==> src/rtl/increment_source_mux_pkg.sv <==
// Shared definitions for the increment source selector: FSM state encodings,
// default timing constants and a small helper for sizing the repeat counter.
package increment_source_mux_pkg;

  typedef enum logic [1:0] {
    ST_IDLE   = 2'd0,
    ST_HOLD   = 2'd1,
    ST_REPEAT = 2'd2
  } state_e;

  localparam int DEF_HOLD_CYCLES   = 50_000_000;
  localparam int DEF_REPEAT_CYCLES = 10_000_000;

  function automatic int max_int(input int a, input int b);
    return (a > b) ? a : b;
  endfunction

endpackage

==> src/rtl/increment_source_mux_if.sv <==
// Bundles the source-side inputs and the increment outputs of the selector.
interface increment_source_mux_if
  import increment_source_mux_pkg::*;
#(
  parameter int NUM_CH = 2,
  parameter int SEL_W  = $clog2(NUM_CH)
);
  logic [SEL_W-1:0]  sel;
  logic [NUM_CH-1:0] in;
  logic [NUM_CH-1:0] repeat_en;
  logic              inc;
  logic [SEL_W-1:0]  active_ch;

  modport master (output sel, output in, output repeat_en, input inc, input active_ch);
  modport slave  (input sel, input in, input repeat_en, output inc, output active_ch);
endinterface

==> src/rtl/increment_source_mux_sync_edge.sv <==
// Two-flop synchroniser followed by a rising-edge detector for one source.
// The detector stays disarmed until a genuine synchronised low has been seen,
// so a source that is already high when reset releases never yields a pulse.
module sync_edge
  import increment_source_mux_pkg::*;
(
  input  logic clk,
  input  logic rst,
  input  logic in_i,
  output logic level_o,
  output logic rise_o
);
  logic s1_q, s2_q, p_q;
  logic v1_q, v2_q, arm_q;

  // Synchroniser, edge history, and arming once a valid low is observed.
  always_ff @(posedge clk or posedge rst) begin
    if (rst) begin
      s1_q  <= 1'b0;
      s2_q  <= 1'b0;
      p_q   <= 1'b0;
      v1_q  <= 1'b0;
      v2_q  <= 1'b0;
      arm_q <= 1'b0;
    end else begin
      s1_q  <= in_i;
      s2_q  <= s1_q;
      p_q   <= s2_q;
      v1_q  <= 1'b1;
      v2_q  <= v1_q;
      arm_q <= arm_q | (v2_q & ~s2_q);
    end
  end

  assign level_o = s2_q;
  assign rise_o  = s2_q & ~p_q & arm_q;
endmodule

==> src/rtl/increment_source_mux.sv <==
// Selects one of NUM_CH increment sources and emits a one-cycle inc pulse per
// synchronised rising edge, with optional hold-then-repeat while held high.
//
// state     | meaning
// ST_IDLE   | waiting for a rising edge on the selected source
// ST_HOLD   | source held after first pulse, counting to HOLD_CYCLES
// ST_REPEAT | auto-repeating every REPEAT_CYCLES while source stays high
module increment_source_mux
  import increment_source_mux_pkg::*;
#(
  parameter int NUM_CH        = 2,
  parameter int SEL_W         = $clog2(NUM_CH),
  parameter int HOLD_CYCLES   = DEF_HOLD_CYCLES,
  parameter int REPEAT_CYCLES = DEF_REPEAT_CYCLES
)(
  input logic clk,
  input logic rst,
  increment_source_mux_if.slave bus
);
  localparam int CNT_W = $clog2(max_int(HOLD_CYCLES, REPEAT_CYCLES));

  logic [NUM_CH-1:0] lvl;
  logic [NUM_CH-1:0] rise;

  for (genvar g = 0; g < NUM_CH; g++) begin : g_ch
    sync_edge u_sync (
      .clk     (clk),
      .rst     (rst),
      .in_i    (bus.in[g]),
      .level_o (lvl[g]),
      .rise_o  (rise[g])
    );
  end

  state_e           state_q, state_d;
  logic [CNT_W-1:0] cnt_q, cnt_d;
  logic             inc_q, inc_d;
  logic [SEL_W-1:0] sel_q;

  logic sel_ok, switch_pend, lvl_sel, rise_sel, rep_sel;

  // Selected-channel view; out-of-range selects read as an idle channel.
  always_comb begin
    sel_ok      = {1'b0, sel_q} < (SEL_W+1)'(NUM_CH);
    switch_pend = (bus.sel != sel_q);
    lvl_sel     = 1'b0;
    rise_sel    = 1'b0;
    rep_sel     = 1'b0;
    if (sel_ok) begin
      lvl_sel  = lvl[sel_q];
      rise_sel = rise[sel_q];
      rep_sel  = bus.repeat_en[sel_q];
    end
  end

  // Next-state, counter and pulse decision.
  always_comb begin
    state_d = state_q;
    cnt_d   = cnt_q;
    inc_d   = 1'b0;
    if (switch_pend || !sel_ok) begin
      state_d = ST_IDLE;
      cnt_d   = '0;
    end else begin
      case (state_q)
        ST_IDLE: begin
          if (rise_sel) begin
            inc_d = 1'b1;
            if (rep_sel) begin
              state_d = ST_HOLD;
              cnt_d   = '0;
            end
          end
        end
        ST_HOLD: begin
          if (!lvl_sel || !rep_sel) begin
            state_d = ST_IDLE;
            cnt_d   = '0;
          end else if (cnt_q == CNT_W'(HOLD_CYCLES - 1)) begin
            inc_d   = 1'b1;
            state_d = ST_REPEAT;
            cnt_d   = '0;
          end else begin
            cnt_d = cnt_q + CNT_W'(1);
          end
        end
        ST_REPEAT: begin
          if (!lvl_sel || !rep_sel) begin
            state_d = ST_IDLE;
            cnt_d   = '0;
          end else if (cnt_q == CNT_W'(REPEAT_CYCLES - 1)) begin
            inc_d = 1'b1;
            cnt_d = '0;
          end else begin
            cnt_d = cnt_q + CNT_W'(1);
          end
        end
        default: begin
          state_d = ST_IDLE;
          cnt_d   = '0;
        end
      endcase
    end
  end

  // State, counter, select and output registers.
  always_ff @(posedge clk or posedge rst) begin
    if (rst) begin
      state_q <= ST_IDLE;
      cnt_q   <= '0;
      inc_q   <= 1'b0;
      sel_q   <= '0;
    end else begin
      state_q <= state_d;
      cnt_q   <= cnt_d;
      inc_q   <= inc_d;
      sel_q   <= bus.sel;
    end
  end

  assign bus.inc       = inc_q;
  assign bus.active_ch = sel_q;
endmodule

==> src/flat_wrapper.sv <==
// flat-port wrapper written by rule: the top's interface ports become plain ports
module increment_source_mux_flat import increment_source_mux_pkg::*;
#(
  parameter int NUM_CH        = 2,
  parameter int SEL_W         = $clog2(NUM_CH),
  parameter int HOLD_CYCLES   = DEF_HOLD_CYCLES,
  parameter int REPEAT_CYCLES = DEF_REPEAT_CYCLES
)
  (clk, rst, bus_sel, bus_in, bus_repeat_en, bus_inc, bus_active_ch);
  increment_source_mux_if #(.NUM_CH(NUM_CH), .SEL_W(SEL_W)) bus_i ();
  input logic clk;
  input logic rst;
  input wire logic [$bits(bus_i.sel)-1:0] bus_sel;
  input wire logic [$bits(bus_i.in)-1:0] bus_in;
  input wire logic [$bits(bus_i.repeat_en)-1:0] bus_repeat_en;
  output wire logic [$bits(bus_i.inc)-1:0] bus_inc;
  output wire logic [$bits(bus_i.active_ch)-1:0] bus_active_ch;
  assign bus_i.sel = bus_sel;
  assign bus_i.in = bus_in;
  assign bus_i.repeat_en = bus_repeat_en;
  assign bus_inc = bus_i.inc;
  assign bus_active_ch = bus_i.active_ch;
  increment_source_mux #(.NUM_CH(NUM_CH), .SEL_W(SEL_W), .HOLD_CYCLES(HOLD_CYCLES), .REPEAT_CYCLES(REPEAT_CYCLES)) u_core (.clk(clk), .rst(rst), .bus(bus_i));
endmodule
==> config.mk <==
export PLATFORM = sky130hd
export DESIGN_NAME = increment_source_mux_flat
export DESIGN_NICKNAME = d
export VERILOG_FILES = /design/src/rtl/increment_source_mux_pkg.sv /design/src/rtl/increment_source_mux_if.sv /design/src/rtl/increment_source_mux_sync_edge.sv /design/src/rtl/increment_source_mux.sv /design/src/flat_wrapper.sv
export SDC_FILE = /design/constraint.sdc
export NUM_CORES = 1
export LEC_CHECK = 0
export CAP_MARGIN = 10
export CORE_MARGIN = 5
export CORE_UTILIZATION = 54
export CTS_CLUSTER_DIAMETER = 50
export DETAILED_ROUTE_END_ITERATION = 6
export PLACE_DENSITY = 0.71
export SLEW_MARGIN = 0
export SYNTH_ARGS = -nofsm -noshare
export SYNTH_HDL_FRONTEND = slang
export SYNTH_SLANG_ARGS = --single-unit
==> constraint.sdc <==
create_clock -name clk -period 2.3 [get_ports clk]
set_clock_uncertainty 0.2 [all_clocks]
set_input_delay 0.46 -clock clk [delete_from_list [all_inputs] [get_ports clk]]
set_output_delay 0.46 -clock clk [all_outputs]
set_load 0.05 [all_outputs]
## After elaboration in Yosys (flattened, before gate mapping)

Index checks and enable logic that the tools add are counted.

| word-level totals | value |
|---|---|
| bits of input ports | 7 |
| memories kept | 0 |
| bits in latches | 0 |
| bits in registers | 40 |
| memory bits (read-only) | 0 |
| memory bits (writable) | 0 |

| operators by class | value |
|---|---|
| mux-type cells | 28 |
| multipliers | 0 |
| $add $sub $neg | 1 |
| bitwise operators | 12 |
| order comparisons | 1 |
| reduce and logical (&&, ||, !) cells | 6 |
| divide/modulo/power cells | 0 |
| equal/unequal tests | 9 |
| shifts and indexed selects | 0 |

Operator list:

| kind | number |
|---|---|
| $mux W26 | 7 |
| $pmux W26 S3 | 1 |
| $add A26 B1 Y26 const B | 1 |
| $eq A26 B24 Y1 const B | 1 |
| $eq A26 B26 Y1 const B | 1 |
| $mux W1 | 12 |
| $mux W2 | 6 |
| $ne A3 B1 Y1 const B | 3 |
| $and A1 B1 Y1 | 6 |
| $pmux W2 S3 | 1 |
| $ne A4 B1 Y1 const B | 1 |
| $not A1 Y1 | 4 |
| $reduce_and A4 Y1 | 1 |
| $pmux W1 S3 | 1 |
| $eq A2 B1 Y1 const B | 1 |
| $eq A2 B2 Y1 const B | 1 |
| $logic_not A1 Y1 | 2 |
| $logic_not A2 Y1 | 1 |
| $lt A1 B2 Y1 const B | 1 |
| $or A1 B1 Y1 | 2 |
| $reduce_and A2 Y1 | 1 |
| $logic_or A1 B1 Y1 | 1 |
| $ne A1 B1 Y1 | 1 |

## Longest topological paths before layout

Gate-level depths: netlist of the first run.

| logic depth | value |
|---|---|
| depth after elaboration | 8 |
| depth in mapped cells | 9 |
| mapped depth without buffers | 7 |

## Hierarchy

Synthesis of the first run repeated with hierarchy kept, for this count alone.

| unflattened totals | value |
|---|---|
| cell total of the unflattened synthesis | 282 |
| area total of the unflattened synthesis | 2555.0 um^2 |

By module, submodules not included:

| module | cells an instance | sequential area each (um^2) | area an instance (um^2) | instances |
|---|---|---|---|---|
| increment_source_mux | 260 | 750.7 | 2192.1 | 1 |
| sync_edge | 11 | 150.1 | 181.4 | 2 |

## Least setup slack after synthesis of the first run

No wires, ideal clock.

| timing path | value |
|---|---|
| path kind | register -> register |
| start | register u_core.sel_q (netlist: u_core.bus.active_ch) |
| end | register u_core.cnt_q[13] |
| setup time | 0.069 ns |
| cell stages (with the launch flop) | 8 |
| path buffers | 1 |
| path slack | 0.022 ns |
| clock period less this slack | 2.278 ns |
| data arrival time | 2.009 ns |
| path through | dfrtp_1 buf_6 nand3_1 a21boi_2 o21ai_4 a21o_4 or4_1 nand3_1 |

| between the ends | value |
|---|---|
| longest elaborated chain between the ends | 7 |
| elaborated cells on any way between the ends | 17 |
| classes of those cells | eq/ne: 3; mux: 10; reduce/logical: 4 |

Ends and longest elaborated chain:

| item | line | RTL |
|---|---|---|
| start: declaration | increment_source_mux.sv:38 | `logic [SEL_W-1:0] sel_q;` |
| start signal: assignment | increment_source_mux.sv:117 | `sel_q <= bus.sel;` |
| $mux W1, on equally long branches (2 in a row) | increment_source_mux.sv:50, increment_source_mux.sv:52 |  |
| $logic_not A1 Y1 | increment_source_mux.sv:76, increment_source_mux.sv:88 |  |
| $logic_or A1 B1 Y1 | increment_source_mux.sv:76, increment_source_mux.sv:88 |  |
| $mux W26, on equally long branches | increment_source_mux.sv:88, increment_source_mux.sv:76 |  |
| $pmux W26 S3 | increment_source_mux.sv:65 | `case (state_q)` |
| $mux W26 | increment_source_mux.sv:61 | `if (switch_pend \|\| !sel_ok) begin` |
| end signal: assignment | increment_source_mux.sv:115 | `cnt_q <= cnt_d;` |
| end: declaration | increment_source_mux.sv:36 | `logic [CNT_W-1:0] cnt_q, cnt_d;` |

Parallel ways exist; a longest one is shown, timed or not. The select of a mux whose other input is x is not followed.
A chain may end at the register's enable or synchronous reset.

## Worst setup path in the final report of the first run

| timing path | value |
|---|---|
| start | input port bus_repeat_en[1] |
| end | register u_core.cnt_q[13] |

| between the ends | value |
|---|---|
| longest elaborated chain between the ends | 7 |
| elaborated cells on any way between the ends | 10 |
| classes of those cells | eq/ne: 1; mux: 6; reduce/logical: 3 |

Ends and longest elaborated chain:

| item | line | RTL |
|---|---|---|
| start: declaration | flat_wrapper.sv:15 | `input wire logic [$bits(bus_i.repeat_en)-1:0] bus_repeat_en;` |
| $mux W1 (implied by the code) * (2 in a row) | increment_source_mux.sv:52 | `rep_sel = bus.repeat_en[sel_q];` |
| $logic_not A1 Y1 | increment_source_mux.sv:76, increment_source_mux.sv:88 |  |
| $logic_or A1 B1 Y1 | increment_source_mux.sv:76, increment_source_mux.sv:88 |  |
| $mux W26, on equally long branches | increment_source_mux.sv:88, increment_source_mux.sv:76 |  |
| $pmux W26 S3 | increment_source_mux.sv:65 |  |
| $mux W26 | increment_source_mux.sv:61 |  |

Mark *: on every way between the ends. The rest lies on a longest branch, timed or not. The select of a mux whose other input is x is not followed.

==> flow_metrics.tcl, run 1 <==
set metrics [dict create \
    antenna_found_initial 0 \
    worst-setup-path-type "in -> reg" \
    crit_fanout 4 \
    cp_top_family "simple AND/OR/NAND/NOR gates" \
    ys_seq_area_frac 0.4388 \
    ys_ff_latch 40 \
    antennaDiodeCount 0 \
    fin_nets 280 \
    drt-total-wl_um 4852 \
    final-seq-area_um2 1001 \
    ant_nets 0 \
    place_hpwl_um 3516 \
    grt_max_degree 41 \
    synth-main-ff-cell "dfrtp_1" \
    status "finished clean" \
    clock.fmax_ghz 0.4512 \
    cts_hold_buf 0 \
    clock-root-buffer "clkbuf_8" \
    crit_chain "clkdlybuf4s50_1 > nand3_2 > a21boi_2 > o21ai_4 > a21o_4 > or4_1 > nand3_1" \
    grt_usage 0.2000 \
    synth_cell_types 54 \
    final_hold_viol_count 0 \
    setup_violations 0 \
    numClockSinks 40 \
    cp.buffers_inverters 1 \
    initial_core_util 0.5621 \
    synth_edf_count 0 \
    synthArstFlopShare 1.000 \
    place_congestion 0.8744 \
    yosysWarningCount 0 \
    r2r_setup_slack_ps 100 \
    wl_per_cell_um 15.26 \
    drt_iter0_markers 122 \
    grt_pass1_wl_um 8507 \
    die-area_um2 5624 \
    dr.pass1.iters 4 \
    postPlaceCellArea_um2 2603 \
    synth_nets 241 \
    final_area_um2 2753 \
    slew_headroom 0.6614 \
    fin_setup_tns_ps 0 \
    crit_slowest_cell "clkdlybuf4s50_1" \
    area_growth_pct 20.68 \
    grt-ovfl-total 0 \
    port_buffers 8 \
    worstPathRequired_ps 2330 \
    leakage_nw 1.184 \
    grt_pass1_vias 1826 \
    tightest_slew_ps 507.9 \
    synth_cells 228 \
    critPathLaunchType "primary input" \
    cap_violations 0 \
    hp-class "reg -> reg" \
    min_period_ps 2216 \
    syn_area_um2 2281 \
    cts_tree "built" \
    fp.dieH_um 74.99 \
    clk_latency_ps 290 \
    cts.path.max_buffers 2 \
    fin_crit_sh 0.9636 \
    cp-end-kind "flop" \
    ir_worst_vdd_uv 455.8 \
    clk_pin_slew_worst_paths_ps 80 \
    avgSynthCellArea_um2 10.00 \
    cpPeakStageDelay_ps 510 \
    crit_arrival_ps 2250 \
    drive_above_1_share 0.2351 \
    place_inst 308 \
    cts-buffers-inserted 5 \
    ioPinCount 9 \
    final_cells 318 \
    nFillCells 323 \
    coreArea_um2 4058 \
    via_per_inst 5.780 \
    drc 0 \
    p_per_area_nw_per_um2 550.1 \
    htree_levels 2 \
    drv_slew 0 \
    multi_input_area_um2 1229 \
    num_vias 1838 \
    fp-row-count 23 \
    fp.dieW_um 74.99 \
]
==> final timing paths <==
kind	from	endpoint	depth (start not counted)
setup reg to reg	u_core.cnt_q[1]$_DFFE_PP0P_	u_core.cnt_q[4]$_DFFE_PP0P_	8
min in group asynchronous	rst	u_core.cnt_q[5]$_DFFE_PP0P_	3
hold reg to reg	u_core.g_ch[0].u_sync.s1_q$_DFF_PP0_	u_core.g_ch[0].u_sync.level_o$_DFF_PP0_	0
hold / removal	u_core.g_ch[0].u_sync.s1_q$_DFF_PP0_	u_core.g_ch[0].u_sync.level_o$_DFF_PP0_	0
max in group asynchronous	rst	u_core.bus.active_ch$_DFF_PP0_	3
setup / recovery	bus_repeat_en[1]	u_core.cnt_q[13]$_DFFE_PP0P_	7
==> state kept, by name (all words and copies together), names as in the netlist <==
| name | flops |
|---|---|
| u_core.bus.active_ch | 1 |
| u_core.g_ch.u_sync.s1_q | 2 |
| u_core.state_q | 2 |
| u_core.g_ch.u_sync.v2_q | 1 |
| u_core.g_ch.u_sync.level_o | 2 |
| u_core.g_ch.u_sync.v1_q | 1 |
| u_core.cnt_q | 26 |
| u_core.bus.inc | 1 |
| u_core.g_ch.u_sync.p_q | 2 |
| u_core.g_ch.u_sync.arm_q | 2 |
==> area by class of cell <==
type,count,share of cell area
repair buffers,39,0.1173
flip-flops and latches,40,0.3636
multi-input cells,174,0.4464
inverters,7,0.009545
clock buffers,5,0.02500
clock inverters,3,0.01545
well taps,50,0.02273
==> stage by stage <==
stage / setup slack (ps) / power, mW / util / hold WS [ps]
after CTS: 48.10 / 1.525 / 0.6688 / 155.5
final: 83.67 / 1.514 / 0.6784 / 152.3
after global placement: -163.2 / 0.9442 / 0.6414 / 131.7
after floorplan: 21.88 / 0.8670 / - / 131.2
after global routing: -5.644 / 1.586 / 0.6784 / 173.4
after detailed placement: -225.4 / 0.9466 / 0.6414 / 137.1
==> cells by family after synthesis <==
group,Yosys count,share of synthesized area
flip-flops,40,0.4388
other,1,0.001644
adder cells (fa/ha/maj),6,0.03291
XOR/XNOR,6,0.02304
AO/OA/AOI/OAI,49,0.1821
AND/OR/NAND/NOR,110,0.2792
multiplexers,2,0.009325
buffers and inverters,14,0.03291
==> worst reg2reg max path: stages (launching register included) <==
cell,delay (ps)
dfrtp_1,400
ha_2,230
and4_4,260
nand4_4,140
o21ai_4,230
a21oi_2,80
buf_4,200
a21o_1,190
a22o_1,170
==> synthesized netlist by cell type, drive strengths merged, types with 5 or more instances <==
cell type / n / area [um2]
dfrtp: 40 / 1001
nand2: 28 / 105.1
nand3: 23 / 115.1
nor2: 19 / 73.82
o21ai: 14 / 85.09
and3: 8 / 50.05
inv: 7 / 26.28
o311ai: 7 / 106.4
a21o: 6 / 52.55
a22o: 6 / 52.55
buf: 6 / 45.04
ha: 6 / 75.07
a21oi: 5 / 28.78
and4: 5 / 46.29
nor3: 5 / 25.02
xnor2: 5 / 43.79
==> per-layer routing <==
metal	up-vias	share of wire	global-route usage
met5	-	0	0
met4	0	0.011	0.08103
met3	6	0.034	0.04673
met2	34	0.46	0.3008
met1	882	0.50	0.2784
li1	916	-	-
==> power breakdown <==
group | leakage (nW) | total, mW | internal [mW] | switching (mW)
combinational | 0.603 | 0.211 | 0.0908 | 0.120
clock | 0.0541 | 0.575 | 0.321 | 0.254
sequential | 0.527 | 0.729 | 0.717 | 0.0120
==> layout by cell type, fill, tap and decap left out, types with 2 or more instances in the layout <==
| cell type | netlist | layout |
|---|---|---|
| a211oi_1 | 2 | 2 |
| a21boi_2 | 2 | 2 |
| a21o_1 | 5 | 5 |
| a21oi_1 | 4 | 4 |
| a22o_1 | 6 | 6 |
| and3_1 | 8 | 8 |
| and4_1 | 4 | 4 |
| and4b_1 | 3 | 3 |
| buf_4 | 1 | 31 |
| clkbuf_8 | 0 | 5 |
| clkdlybuf4s50_1 | 0 | 7 |
| dfrtp_1 | 40 | 40 |
| ha_1 | 6 | 5 |
| inv_1 | 7 | 7 |
| nand2_1 | 28 | 28 |
| nand2b_1 | 2 | 2 |
| nand3_1 | 23 | 22 |
| nand4_1 | 2 | 2 |
| nor2_1 | 18 | 18 |
| nor2b_1 | 2 | 2 |
| nor3_1 | 5 | 5 |
| nor4_2 | 2 | 2 |
| nor4bb_1 | 2 | 2 |
| o21ai_0 | 8 | 7 |
| o21ai_1 | 4 | 5 |
| o21ai_4 | 1 | 2 |
| o311ai_2 | 6 | 6 |
| xnor2_1 | 5 | 5 |
==> repair_timing <==
action                     CTS  global route
gates resized for setup      0             5
buffers inserted             0             2
setup endpoints to repair    0             9
Power figures use the tool's default switching activity.
==> inputs of run 2 (changes only) <==
--- a/config.mk
+++ b/config.mk
@@ -7,10 +7,10 @@
 export LEC_CHECK = 0
 export CAP_MARGIN = 10
 export CORE_MARGIN = 5
-export CORE_UTILIZATION = 54
-export CTS_CLUSTER_DIAMETER = 50
+export CORE_UTILIZATION = 60
+export CTS_CLUSTER_DIAMETER = 40
 export DETAILED_ROUTE_END_ITERATION = 6
-export PLACE_DENSITY = 0.71
+export PLACE_DENSITY = 0.75
 export SLEW_MARGIN = 0
 export SYNTH_ARGS = -nofsm -noshare
 export SYNTH_HDL_FRONTEND = slang
==> constraint.sdc (replaced) <==
create_clock -name clk -period 2.1 [get_ports clk]
set_clock_uncertainty 0.2 [all_clocks]
set_input_delay 0.42 -clock clk [delete_from_list [all_inputs] [get_ports clk]]
set_output_delay 0.42 -clock clk [all_outputs]
set_load 0.05 [all_outputs]
==> run 2 against run 1 <==
Compared with the run above:
- first-iteration DRC count rose to 2.6 times the previous value
- highest routed layer unchanged
- the run now ends with negative setup slack left
- cell area is 14% higher
- sequential share of layout area is 4.2 points lower
==> flow_metrics.tcl, run 2 (synthesis results as in run 1) <==
set metrics [dict create \
    status "finished, violations left" \
    violations "negative setup slack" \
    rsz0062_at_grt "yes" \
    clk_pin_slew_worst_paths_ps 90 \
    critPathLaunchType "flop" \
    port_buffers 8 \
    area_growth_pct 36.97 \
    drv_slew 0 \
    final_area_um2 3124 \
    die-area_um2 5134 \
    largest_register_ffs 26 \
    cp-end-kind "flop" \
    grt_max_degree 41 \
    grt_usage 0.2377 \
    htree_levels 2 \
    fin_nets 298 \
    fp-row-count 22 \
    cap_violations 0 \
    ant_nets 0 \
    num_vias 2151 \
    cts-buffers-inserted 5 \
    final_cells 334 \
    final_hold_viol_count 0 \
    cts.path.max_buffers 2 \
    p_per_area_nw_per_um2 626.4 \
    ioPinCount 9 \
    numClockSinks 40 \
    fin_ws_ps -103.2 \
    wl_per_cell_um 19.88 \
    via_per_inst 6.440 \
    grt_pass1_vias 2101 \
    place_hpwl_um 3904 \
    crit_fanout 11 \
    grt_use_met1 0.3025 \
    initial_core_util 0.6230 \
    drt-total-wl_um 6641 \
    worst-setup-path-type "reg -> reg" \
    clk_latency_ps 300 \
    worstPathRequired_ps 2090 \
    hp-class "reg -> reg" \
    cts_hold_buf 0 \
    dr.pass1.iters 6 \
    antenna_found_initial 0 \
    place_inst 314 \
    nFillCells 182 \
    use_met2 0.4041 \
    r2r-start "u_core.state_q[1]$_DFFE_PP0P_" \
    grt_pass1_wl_um 9673 \
    postPlaceCellArea_um2 2689 \
    drt_iter0_markers 314 \
    use_met3 0.03787 \
    fin_crit_sh 1.049 \
    top_register "u_core.cnt_q" \
    final_cell_mix "buf_4, dfrtp_1, nand2_1" \
    cp-startpoint "u_core.state_q[1]$_DFFE_PP0P_" \
    mostFrequentLayoutCell "buf_4" \
    fp.dieW_um 71.66 \
    place_congestion 0.8630 \
    clock.fmax_ghz 0.4539 \
    grt-ovfl-total 0 \
    tightest_slew_ps 517.5 \
    antennaDiodeCount 0 \
    top_usage_layer "met2" \
    drc 0 \
    ir_worst_vdd_uv 400.7 \
    cts_tree "built" \
    leakage_nw 1.355 \
    drive_above_1_share 0.3636 \
    min_from "u_core.g_ch[0].u_sync.s1_q$_DFF_PP0_" \
    setup_violations 13 \
    clock-root-buffer "clkbuf_8" \
    coreArea_um2 3661 \
    fp.dieH_um 71.66 \
    power_mw 1.957 \
    min_period_ps 2203 \
    crit_arrival_ps 2200 \
    slew_headroom 0.6550 \
]
run 2: path summary, 6_finish.rpt:
kind | endpoint | slack (ps) | cells after the start
worst max register to register | u_core.cnt_q[8]$_DFFE_PP0P_ | -100 | 8
min in group asynchronous | u_core.cnt_q[12]$_DFFE_PP0P_ | 370 | 3
worst min register to register | u_core.g_ch[0].u_sync.level_o$_DFF_PP0_ | 150 | 0
max in group asynchronous | u_core.g_ch[1].u_sync.level_o$_DFF_PP0_ | 950 | 3
worst max-delay path | u_core.cnt_q[8]$_DFFE_PP0P_ | -100 | 8
worst min-delay path | u_core.g_ch[0].u_sync.level_o$_DFF_PP0_ | 150 | 0
run 2: per-layer routing:
layer	share of wire	up-vias
met5	0	-
met4	0.021	0
met3	0.069	22
met2	0.52	146
met1	0.39	1034
li1	-	949
run 2: final cells by class:
type                       count  area (um2)  area share
clock inverter                 3       90.09     0.02883
timing repair buffer          57       499.2      0.1598
clock buffer                   5       68.82     0.02203
multi-input combinational    174        1376      0.4405
tap                           48       60.06     0.01922
inverter                       7       26.28    0.008410
sequential                    40        1003      0.3212
run 2: where the power goes:
group | internal [mW] | switching (mW) | leakage [nW]
clock network | 0.595 | 0.296 | 0.0784
registers | 0.785 | 0.0115 | 0.525
logic | 0.114 | 0.157 | 0.752
total | 1.49 | 0.464 | 1.35
run 2: worst max-delay path, cell delays in order, from the launching register on:
cell	delay [ps]
dfrtp_1	420
inv_2	110
ha_1	200
a21boi_4	220
o21ai_4	110
a21oi_4	250
nand2_2	120
buf_12	190
o311ai_2	270
run 2: timing repair:
item / in CTS / in global routing
endpoints found under the hold margin: 0 / 0
gates resized for setup: 9 / 31
pin swaps: 7 / 11
endpoints found under the setup margin: 23 / 24
gates cloned: 0 / 1
setup buffers: 7 / 5
run 2: through the flow:
stage	util	hold slack, ps	setup TNS [ps]	worst slack, ps
after floorplan	-	131.2	0	0.02798
after global placement	0.7345	133.0	-6529	-317.7
after detailed placement	0.7345	134.7	-8163	-390.8
after CTS	0.8035	153.1	0	6.972
after global routing	0.8534	145.4	-2331	-182.4
final	0.8534	151.5	-680.9	-103.2
==> inputs of run 3 (changes only) <==
--- a/config.mk
+++ b/config.mk
@@ -11,6 +11,7 @@
 export CTS_CLUSTER_DIAMETER = 40
 export DETAILED_ROUTE_END_ITERATION = 6
 export PLACE_DENSITY = 0.75
+export SKIP_CTS_REPAIR_TIMING = 1
 export SLEW_MARGIN = 0
 export SYNTH_ARGS = -nofsm -noshare
 export SYNTH_HDL_FRONTEND = slang
==> run 3 against run 2 <==
Compared with the run above:
- the run still ends with negative setup slack left
- critical path depth shrank 1
- sequential share of layout area grew 0.97 points
- largest cell class unchanged
- global-route usage shrank 0.44 points
- clock power shrank 0.8%
- non-clock buffer count shrank 4
- routed wire length shrank 8.4%
- sequential cell count is the same
==> flow_metrics.tcl, run 3 (synthesis results as in run 1) <==
set metrics [dict create \
    fp.dieH_um 71.66 \
    min_from "bus_sel" \
    dr.pass1.iters 5 \
    drt_iter0_markers 204 \
    ff2ff_path_depth 7 \
    final_hold_viol_count 0 \
    crit_arrival_ps 2160 \
    r2r_setup_slack_ps -70 \
    cts-buffers-inserted 5 \
    grt_pass1_wl_um 9473 \
    drive_above_1_share 0.3227 \
    cp.buffers_inverters 1 \
    port_buffers 8 \
    cp_top_family "compound AO/OA/AOI/OAI gates" \
    worstPathRequired_ps 2090 \
    cap_violations 0 \
    leakage_nw 1.328 \
    tightest_slew_ps 521.2 \
    nFillCells 205 \
    status "finished, violations left" \
    grt_usage 0.2333 \
    min_period_ps 2169 \
    crit_chain "nor4b_4 > nand4_4 > o21ai_4 > a21oi_4 > buf_8 > a21o_1 > a22o_1" \
    p_per_area_nw_per_um2 638.3 \
    htree_levels 2 \
    die-area_um2 5134 \
    hold_depth 1 \
    fin_nets 294 \
    wl_per_cell_um 18.43 \
    worst-setup-path-type "reg -> reg" \
    final_util 0.8295 \
    grt_pass1_vias 2024 \
    area_growth_pct 33.13 \
    num_vias 2065 \
    violations "negative setup slack" \
    slew_headroom 0.6525 \
    initial_core_util 0.6230 \
    clock.fmax_ghz 0.4610 \
    via_per_inst 6.258 \
    crit_fanout 13 \
    hp-class "in -> reg" \
    power_mw 1.938 \
    grt_max_degree 41 \
    clock-root-buffer "clkbuf_8" \
    coreArea_um2 3661 \
    final_cell_mix "buf_4, dfrtp_1, nand2_1" \
    place_inst 314 \
    ioPinCount 9 \
    setup_violations 5 \
    drc 0 \
    fin_crit_sh 1.033 \
    antennaDiodeCount 0 \
    cts_tree "built" \
    cts.path.max_buffers 2 \
    final_cells 330 \
    crit_slowest_cell "dfrtp_1" \
    numClockSinks 40 \
    fp-row-count 22 \
    antenna_found_initial 0 \
    cp-end-kind "flop" \
    fp.dieW_um 71.66 \
    mostFrequentLayoutCell "buf_4" \
    grt-ovfl-total 0 \
    fin_ws_ps -69.22 \
    ir_worst_vdd_uv 403.4 \
    place_hpwl_um 3904 \
    clk_latency_ps 300 \
    place_congestion 0.8630 \
    largest_register_ffs 26 \
    rsz0062_at_grt "yes" \
    regToRegEndpoint "u_core.cnt_q[4]$_DFFE_PP0P_" \
    clk_pin_slew_worst_paths_ps 90 \
    top_register "u_core.cnt_q" \
    drv_slew 0 \
    r2r-start "u_core.cnt_q[7]$_DFFE_PP0P_" \
    hold_end "u_core.bus.active_ch$_DFF_PP0_" \
    ant_nets 0 \
    drt-total-wl_um 6081 \
    cpPeakStageDelay_ps 430 \
    critPathLaunchType "flop" \
]
[run 3: how the worst max path moves through the flow]
stage	from	endpoint	depth (start not counted)
floorplan	u_core.bus.active_ch$_DFF_PP0_	u_core.cnt_q[14]$_DFFE_PP0P_	8
finish	u_core.cnt_q[7]$_DFFE_PP0P_	u_core.cnt_q[4]$_DFFE_PP0P_	7
CTS	u_core.cnt_q[24]$_DFFE_PP0P_	u_core.cnt_q[4]$_DFFE_PP0P_	7
global placement	bus_repeat_en[1]	u_core.cnt_q[18]$_DFFE_PP0P_	8
global route	u_core.bus.active_ch$_DFF_PP0_	u_core.state_q[1]$_DFFE_PP0P_	5
detailed placement	bus_repeat_en[1]	u_core.cnt_q[20]$_DFFE_PP0P_	8
[run 3: layer usage]
layer  wire length (um)  share of wire  up-vias  global-route usage
met1               2506           0.41     1022              0.3016
li1                   -              -      940                   -
met5                  0              0        -                   0
met2               3070           0.50       88              0.3969
met4                151          0.025        0             0.07933
met3                352          0.058       15             0.03647
[run 3: worst register-to-register path: cells and delay by family, from the launching register on]
| family | cells | cell delay (ps) |
|---|---|---|
| AO/OA/AOI/OAI | 4 | 720 |
| flip-flops | 1 | 430 |
| AND/OR/NAND/NOR | 2 | 550 |
| buffers and inverters | 1 | 160 |
[run 3: metrics by stage]
step | setup WS [ps] | hold WS, ps | cell area, um2 | setup TNS [ps]
after global placement | -317.7 | 133.0 | 2689 | -6529
after floorplan | 0.02798 | 131.2 | 2301 | 0
final | -69.22 | 133.2 | 3037 | -169.5
after global routing | -214.6 | 137.3 | 3037 | -2138
after detailed placement | -390.8 | 134.7 | 2689 | -8163
after CTS | -150.4 | 153.1 | 2848 | -1605
[run 3: cell type report]
class	instances	area, um2	area share
clock buffer	5	68.82	0.02266
inverter	7	26.28	0.008653
sequential	40	1005	0.3309
multi-input combinational	174	1328	0.4372
timing repair buffer	53	459.2	0.1512
tap	48	60.06	0.01978
clock inverter	3	90.09	0.02967
[run 3: where the power goes]
| group | switching [mW] | leakage [nW] | internal [mW] |
|---|---|---|---|
| registers | 0.0139 | 0.524 | 0.785 |
| clock network | 0.289 | 0.0784 | 0.595 |
| logic | 0.149 | 0.725 | 0.107 |
